### src/rtl/regfile_wb_arbiter_pkg.sv
// Shared register-file constants and write-back types for the write-port arbiter.
// Imported by the arbiter top and its result FIFO.
package regfile_wb_arbiter_pkg;

    localparam int RF_ADDR_W  = 5;
    localparam int RF_DATA_W  = 32;
    localparam int RF_NREGS   = 32;
    localparam int WB_ENTRY_W = RF_ADDR_W + RF_DATA_W;

    typedef enum logic [1:0] {
        GRANT_NONE = 2'd0,
        GRANT_PIPE = 2'd1,
        GRANT_FIFO = 2'd2
    } grant_e;

    typedef struct packed {
        logic [RF_ADDR_W-1:0] wa;
        logic [RF_DATA_W-1:0] wd;
    } wb_entry_t;

endpackage

### src/rtl/regfile_wb_arbiter_wb_fifo.sv
// Synchronous FIFO for buffered long-latency {wa,wd} results.
// Occupancy is tracked by a counter, so full/empty never rely on pointer equality.
module wb_fifo #(
    parameter int DEPTH = 4,
    parameter int W     = 37
) (
    input  logic                     clk,
    input  logic                     rst_n,
    input  logic                     push,
    input  logic [W-1:0]             din,
    input  logic                     pop,
    output logic [W-1:0]             dout,
    output logic                     full,
    output logic                     empty,
    output logic [$clog2(DEPTH):0]   count
);

    localparam int PTR_W = $clog2(DEPTH);
    localparam int CNT_W = PTR_W + 1;

    logic [W-1:0]     mem_q [DEPTH];
    logic [PTR_W-1:0] wr_ptr_q, wr_ptr_d;
    logic [PTR_W-1:0] rd_ptr_q, rd_ptr_d;
    logic [CNT_W-1:0] cnt_q, cnt_d;

    always_comb begin
        wr_ptr_d = wr_ptr_q;
        rd_ptr_d = rd_ptr_q;
        cnt_d    = cnt_q;
        if (push) wr_ptr_d = wr_ptr_q + PTR_W'(1);
        if (pop)  rd_ptr_d = rd_ptr_q + PTR_W'(1);
        if (push && !pop)      cnt_d = cnt_q + CNT_W'(1);
        else if (!push && pop) cnt_d = cnt_q - CNT_W'(1);
    end

    always_ff @(posedge clk or negedge rst_n) begin
        if (!rst_n) begin
            wr_ptr_q <= '0;
            rd_ptr_q <= '0;
            cnt_q    <= '0;
        end else begin
            wr_ptr_q <= wr_ptr_d;
            rd_ptr_q <= rd_ptr_d;
            cnt_q    <= cnt_d;
        end
    end

    // Storage needs no reset: entries are only read once counted as valid.
    always_ff @(posedge clk) begin
        if (push) mem_q[wr_ptr_q] <= din;
    end

    assign dout  = mem_q[rd_ptr_q];
    assign full  = (cnt_q == CNT_W'(DEPTH));
    assign empty = (cnt_q == '0);
    assign count = cnt_q;

endmodule

### src/rtl/regfile_wb_arbiter.sv
// Register-file write-port arbiter: merges pipeline writeback with buffered long-latency
// results, tracks per-register pending results, and forces a pipeline stall on FIFO starvation.
module regfile_wb_arbiter
    import regfile_wb_arbiter_pkg::*;
#(
    parameter int FIFO_DEPTH = 4,
    parameter int STARVE_MAX = 8
) (
    input  logic                          clk,
    input  logic                          rst_n,
    input  logic                          pipe_we,
    input  logic [4:0]                    pipe_wa,
    input  logic [31:0]                   pipe_wd,
    output logic                          pipe_stall,
    input  logic                          iss_en,
    input  logic [4:0]                    iss_wa,
    input  logic                          ll_valid,
    output logic                          ll_ready,
    input  logic [4:0]                    ll_wa,
    input  logic [31:0]                   ll_wd,
    input  logic [4:0]                    chk_ra1,
    output logic                          chk_busy1,
    input  logic [4:0]                    chk_ra2,
    output logic                          chk_busy2,
    output logic                          Wen,
    output logic [4:0]                    Wa,
    output logic [31:0]                   Wd,
    output logic [$clog2(FIFO_DEPTH):0]   fifo_cnt
);

    localparam int ST_W = $clog2(STARVE_MAX) + 1;

    logic                 wen_q, wen_d;
    logic [RF_ADDR_W-1:0] wa_q, wa_d;
    logic [RF_DATA_W-1:0] wd_q, wd_d;
    logic                 pipe_stall_q, pipe_stall_d;
    logic [RF_NREGS-1:0]  pending_q, pending_d;
    logic [ST_W-1:0]      starve_q, starve_d;

    grant_e               grant;
    logic                 fifo_push, fifo_pop, fifo_full, fifo_empty;
    logic [WB_ENTRY_W-1:0] fifo_dout;
    wb_entry_t            head;

    // ll_valid/ll_ready: an entry transfers on a rising edge where both are high;
    // ll_wa/ll_wd must be stable in that cycle and ll_ready depends only on occupancy.
    assign ll_ready  = !fifo_full;
    assign fifo_push = ll_valid && ll_ready;
    assign fifo_pop  = (grant == GRANT_FIFO);
    assign head      = wb_entry_t'(fifo_dout);

    wb_fifo #(
        .DEPTH (FIFO_DEPTH),
        .W     (WB_ENTRY_W)
    ) u_wb_fifo (
        .clk   (clk),
        .rst_n (rst_n),
        .push  (fifo_push),
        .din   ({ll_wa, ll_wd}),
        .pop   (fifo_pop),
        .dout  (fifo_dout),
        .full  (fifo_full),
        .empty (fifo_empty),
        .count (fifo_cnt)
    );

    always_comb begin
        grant = GRANT_NONE;
        if (pipe_we && !pipe_stall_q) grant = GRANT_PIPE;
        else if (!fifo_empty)         grant = GRANT_FIFO;

        wen_d = 1'b0;
        wa_d  = wa_q;
        wd_d  = wd_q;
        case (grant)
            GRANT_PIPE: begin
                wen_d = (pipe_wa != '0);
                wa_d  = pipe_wa;
                wd_d  = pipe_wd;
            end
            GRANT_FIFO: begin
                wen_d = (head.wa != '0);
                wa_d  = head.wa;
                wd_d  = head.wd;
            end
            default: ;
        endcase

        // Clear before set so a same-register issue in the pop cycle stays pending.
        pending_d = pending_q;
        if (fifo_pop) pending_d[head.wa] = 1'b0;
        if (iss_en)   pending_d[iss_wa]  = 1'b1;
        pending_d[0] = 1'b0;

        starve_d = starve_q;
        if (fifo_empty || fifo_pop)              starve_d = '0;
        else if (starve_q != ST_W'(STARVE_MAX - 1)) starve_d = starve_q + ST_W'(1);

        pipe_stall_d = (starve_q == ST_W'(STARVE_MAX - 1)) && !fifo_empty
                       && !fifo_pop && !pipe_stall_q;
    end

    always_ff @(posedge clk or negedge rst_n) begin
        if (!rst_n) begin
            wen_q        <= 1'b0;
            wa_q         <= '0;
            wd_q         <= '0;
            pipe_stall_q <= 1'b0;
            pending_q    <= '0;
            starve_q     <= '0;
        end else begin
            wen_q        <= wen_d;
            wa_q         <= wa_d;
            wd_q         <= wd_d;
            pipe_stall_q <= pipe_stall_d;
            pending_q    <= pending_d;
            starve_q     <= starve_d;
        end
    end

    assign Wen        = wen_q;
    assign Wa         = wa_q;
    assign Wd         = wd_q;
    assign pipe_stall = pipe_stall_q;
    assign chk_busy1  = pending_q[chk_ra1];
    assign chk_busy2  = pending_q[chk_ra2];

endmodule

### config.mk
export PLATFORM = sky130hd
export DESIGN_NAME = regfile_wb_arbiter
export DESIGN_NICKNAME = d
export VERILOG_FILES = /design/src/rtl/regfile_wb_arbiter_pkg.sv /design/src/rtl/regfile_wb_arbiter_wb_fifo.sv /design/src/rtl/regfile_wb_arbiter.sv
export SDC_FILE = /design/constraint.sdc
export NUM_CORES = 1
export LEC_CHECK = 0
export BUFFER_PORTS_ARGS = -buffer_cell sky130_fd_sc_hd__buf_2
export CAP_MARGIN = 40
export CORE_MARGIN = 10
export CORE_UTILIZATION = 60
export CTS_BUF_LIST = sky130_fd_sc_hd__clkbuf_4
export CTS_CLUSTER_DIAMETER = 120
export DETAILED_ROUTE_END_ITERATION = 8
export PLACE_DENSITY = 0.83
export SKIP_CTS_REPAIR_TIMING = 1
export SLEW_MARGIN = 20
export SYNTH_ARGS = -nofsm -noshare
export SYNTH_HDL_FRONTEND = slang
export SYNTH_SLANG_ARGS = --single-unit
### constraint.sdc
create_clock -name clk -period 5.54 [get_ports clk]
set_clock_uncertainty 0.2 [all_clocks]
set_input_delay 0.831 -clock clk [delete_from_list [all_inputs] [get_ports clk]]
set_output_delay 0.831 -clock clk [all_outputs]
set_load 0.1 [all_outputs]
==> flow_metrics.env <==
export IMPL_status="finished clean"
export IMPL_initial_utilization_pct=60.9
export IMPL_area_growth_pct=19.4
export IMPL_antenna_found_initial=7
export IMPL_final_setup_worst_slack_ns=1.76
export IMPL_drc=0
export IMPL_cpMostUsedCell="buf_2"
export IMPL_synth_nets=720
export IMPL_dp_cells=953
export IMPL_worstSetupEndpointType="output port"
export IMPL_dpl_worst_slack_ns=1.84
export IMPL_yosysTopAreaCell="edfxtp_1"
export IMPL_critPathSlowestCell="or4_1"
export IMPL_gr_usage_all_layers_pct=21.1
export IMPL_post_route_min_period_ns=3.78
export IMPL_seq_area_um2=6470
export IMPL_die_w_um=147
export IMPL_synth_main_ff_cell="edfxtp_1"
export IMPL_drt_iter0_markers=519
export IMPL_max_cap_violations=0
export IMPL_crit_chain="buf_2 -> mux2_2 -> a221oi_1 -> a2111oi_0 -> or4_1 -> buf_2"
export IMPL_timing_hold_violations_final=0
export IMPL_synth_top_area_share_pct=46.3
export IMPL_critPathArrivalTime_ns=2.75
export IMPL_finalPower_mw=6.69
export IMPL_hp_start="ll_wd[14]"
export IMPL_ys_types=39
export IMPL_ant_nets=0
export IMPL_cts_root_buf="clkbuf_4"
export IMPL_worstHoldPathType="primary input to register"
export IMPL_numCtsBuffers=57
export IMPL_fin_tns_setup_ns=0
export IMPL_htree_levels=2
export IMPL_setup_viol=0
export IMPL_fillCellCount=1026
export IMPL_routed_wl_um=22500
export IMPL_timing_hold_ws_ns=0.192
export IMPL_clkTransAtPathRegs_ns=0.07
export IMPL_core_area_um2=15800
export IMPL_relSlewSlack_pct=53.3
export IMPL_grt_max_degree=57
export IMPL_fin_crit_sh_pct=68.2
export IMPL_clock_path_buffers=3
export IMPL_power_density_nw_per_um2=584
export IMPL_rows=46
export IMPL_ys_seq_area_share_pct=67.4
export IMPL_drv_slew=0
export IMPL_die_h_um=147
export IMPL_worstPathMaxFanout=9
export IMPL_synth_edf_count=148
export IMPL_clk_latency_ns=0.64
export IMPL_grt_pass1_vias=6764
export IMPL_ys_ff_latch=229
export IMPL_layout_drive_gt1_share_pct=36.7
export IMPL_synth_avg_cell_area_um2=15.5
export IMPL_startpoint_type="primary input"
export IMPL_path_class="primary input to output port"
export IMPL_leakage_nw=4.76
export IMPL_ys_warn_count=0
export IMPL_peakVddDrop_mv=0.369
export IMPL_routabilityCongestion=0.868
export IMPL_firstDrtPassIters=5
export IMPL_netlist_instances=619
export IMPL_rsz0062_at_grt="false"
export IMPL_detailed_place_hpwl_um=15700
export IMPL_tritoncts="built"
export IMPL_die_area_um2=21500
export IMPL_cts_sinks=229
export IMPL_r2r_start="u_wb_fifo.rd_ptr_q[0]"
export IMPL_layout_nets=898
export IMPL_ios=139
export IMPL_io_buffers=138
export IMPL_critical_path_required_ns=4.51
export IMPL_grt_first_pass_wirelength_um=36200
export IMPL_syn_area_um2=9600
export IMPL_fmax_mhz=265
export IMPL_viasPerCell=5.84
export IMPL_slowest_delay_ns=0.52
export IMPL_final_instance_count_excl_fill=1065
export IMPL_critPathLaunch="chk_ra1[1]"
export IMPL_multi_input_area_um2=2980
export IMPL_avgRoutedWirePerCell_um=21.1
export IMPL_synthTopCellsByArea="edfxtp_1, dfrtp_1, mux4_2"
export IMPL_tightestPinTransition_ns=0.698
export IMPL_vias=6222
export IMPL_grt_overflow=0
export IMPL_async_flop_share_pct=35.4
==> state kept, by name, summed over array words and instances, names as in the netlist <==
signal / cells
u_wb_fifo.wr_ptr_q: 2
Wd: 32
u_wb_fifo.count: 3
pending_q: 31
starve_q: 4
pipe_stall: 1
u_wb_fifo.rd_ptr_q: 2
u_wb_fifo.mem_q: 148
Wen: 1
Wa: 5
==> cell families after synthesis <==
group           Yosys count  synth area share [%]
simple gates            170                  8.73
fa+ha+maj                 7                 0.990
mux                      93                  16.4
buf+inv                  37                  1.69
flops                   229                  67.4
compound gates           75                  4.07
xor+xnor                  8                 0.730
==> worst paths after layout <==
kind | to | slack, ns | depth (start not counted)
setup / recovery | chk_busy1 | 1.76 | 6
hold / removal | u_wb_fifo.mem_q[0][14] | 0.19 | 1
setup reg to reg | pending_q[25] | 2.77 | 5
hold reg to reg | pending_q[9] | 0.33 | 2
max in group asynchronous | Wd[30] | 4.05 | 3
min in group asynchronous | Wd[11] | 0.46 | 2
==> cells in the mapped netlist (all sizes together) (3+ instances only) <==
cell and number:
and3 6, buf 18, clkbuf 13, dfrtp 81, edfxtp 148, ha 6, inv 6, mux2 4
mux2i 38, mux4 51, nand2 105, nand3 5, nand3b 6, nand4 4, nor2 10, nor2b 5
nor3 3, nor3b 5, o21ai 71, or3b 3, or4 4, xnor2 5, xor2 3
==> cell type report <==
class | count | share of cell area, %
Inverter | 6 | 0.196
Sequential cell | 229 | 56.5
Multi-Input combinational cell | 353 | 26.0
Clock inverter | 12 | 0.633
Tap cell | 216 | 2.36
Timing Repair Buffer | 150 | 8.10
Antenna cell | 5 | 0.109
Clock buffer | 94 | 6.15
==> routing by layer <==
layer  part of all wire [%]  global-route usage [%]  up-vias
met2                     53                    35.9      266
li1                       -                       -     2770
met4                    2.4                    8.56        6
met1                     37                    24.0     3131
met3                    7.6                    7.20       49
met5                   0.16                       0        -
==> report_power, final <==
part / switching, mW / leakage, nW / total (mW) / internal, mW
Sequential: 0.299 / 2.33 / 2.61 / 2.31
Combinational: 1.76 / 1.96 / 2.63 / 0.869
Clock: 0.638 / 0.466 / 1.45 / 0.809
Total: 2.70 / 4.76 / 6.69 / 3.99
==> critical path, delay by kind of cell <==
family / cells / cell delay (ns)
AOI/OAI and AO/OA: 2 / 0.49
buffers and inverters: 2 / 0.54
muxes: 1 / 0.37
and+or+nand+nor: 1 / 0.52
==> stage by stage <==
stage          util [%]  instance area, um2
2_1_floorplan         -                9600
3_5_place_dp       67.6               10700
6_report           72.7               11500
3_3_place_gp       66.3               10500
5_1_grt            72.7               11500
4_1_cts            72.6               11400
==> placed cells by master (no fill, tap or decap), types with 10 or more instances in the layout <==
cell and n:
edfxtp_1 148, buf_2 138, mux4_2 51, mux2i_1 38, o21ai_0 46, clkinv_1 10, o21ai_1 25, clkbuf_4 94
nand2_1 105, dfrtp_1 79, nor2_1 10
No activity file was read; power rests on OpenSTA's default activity.
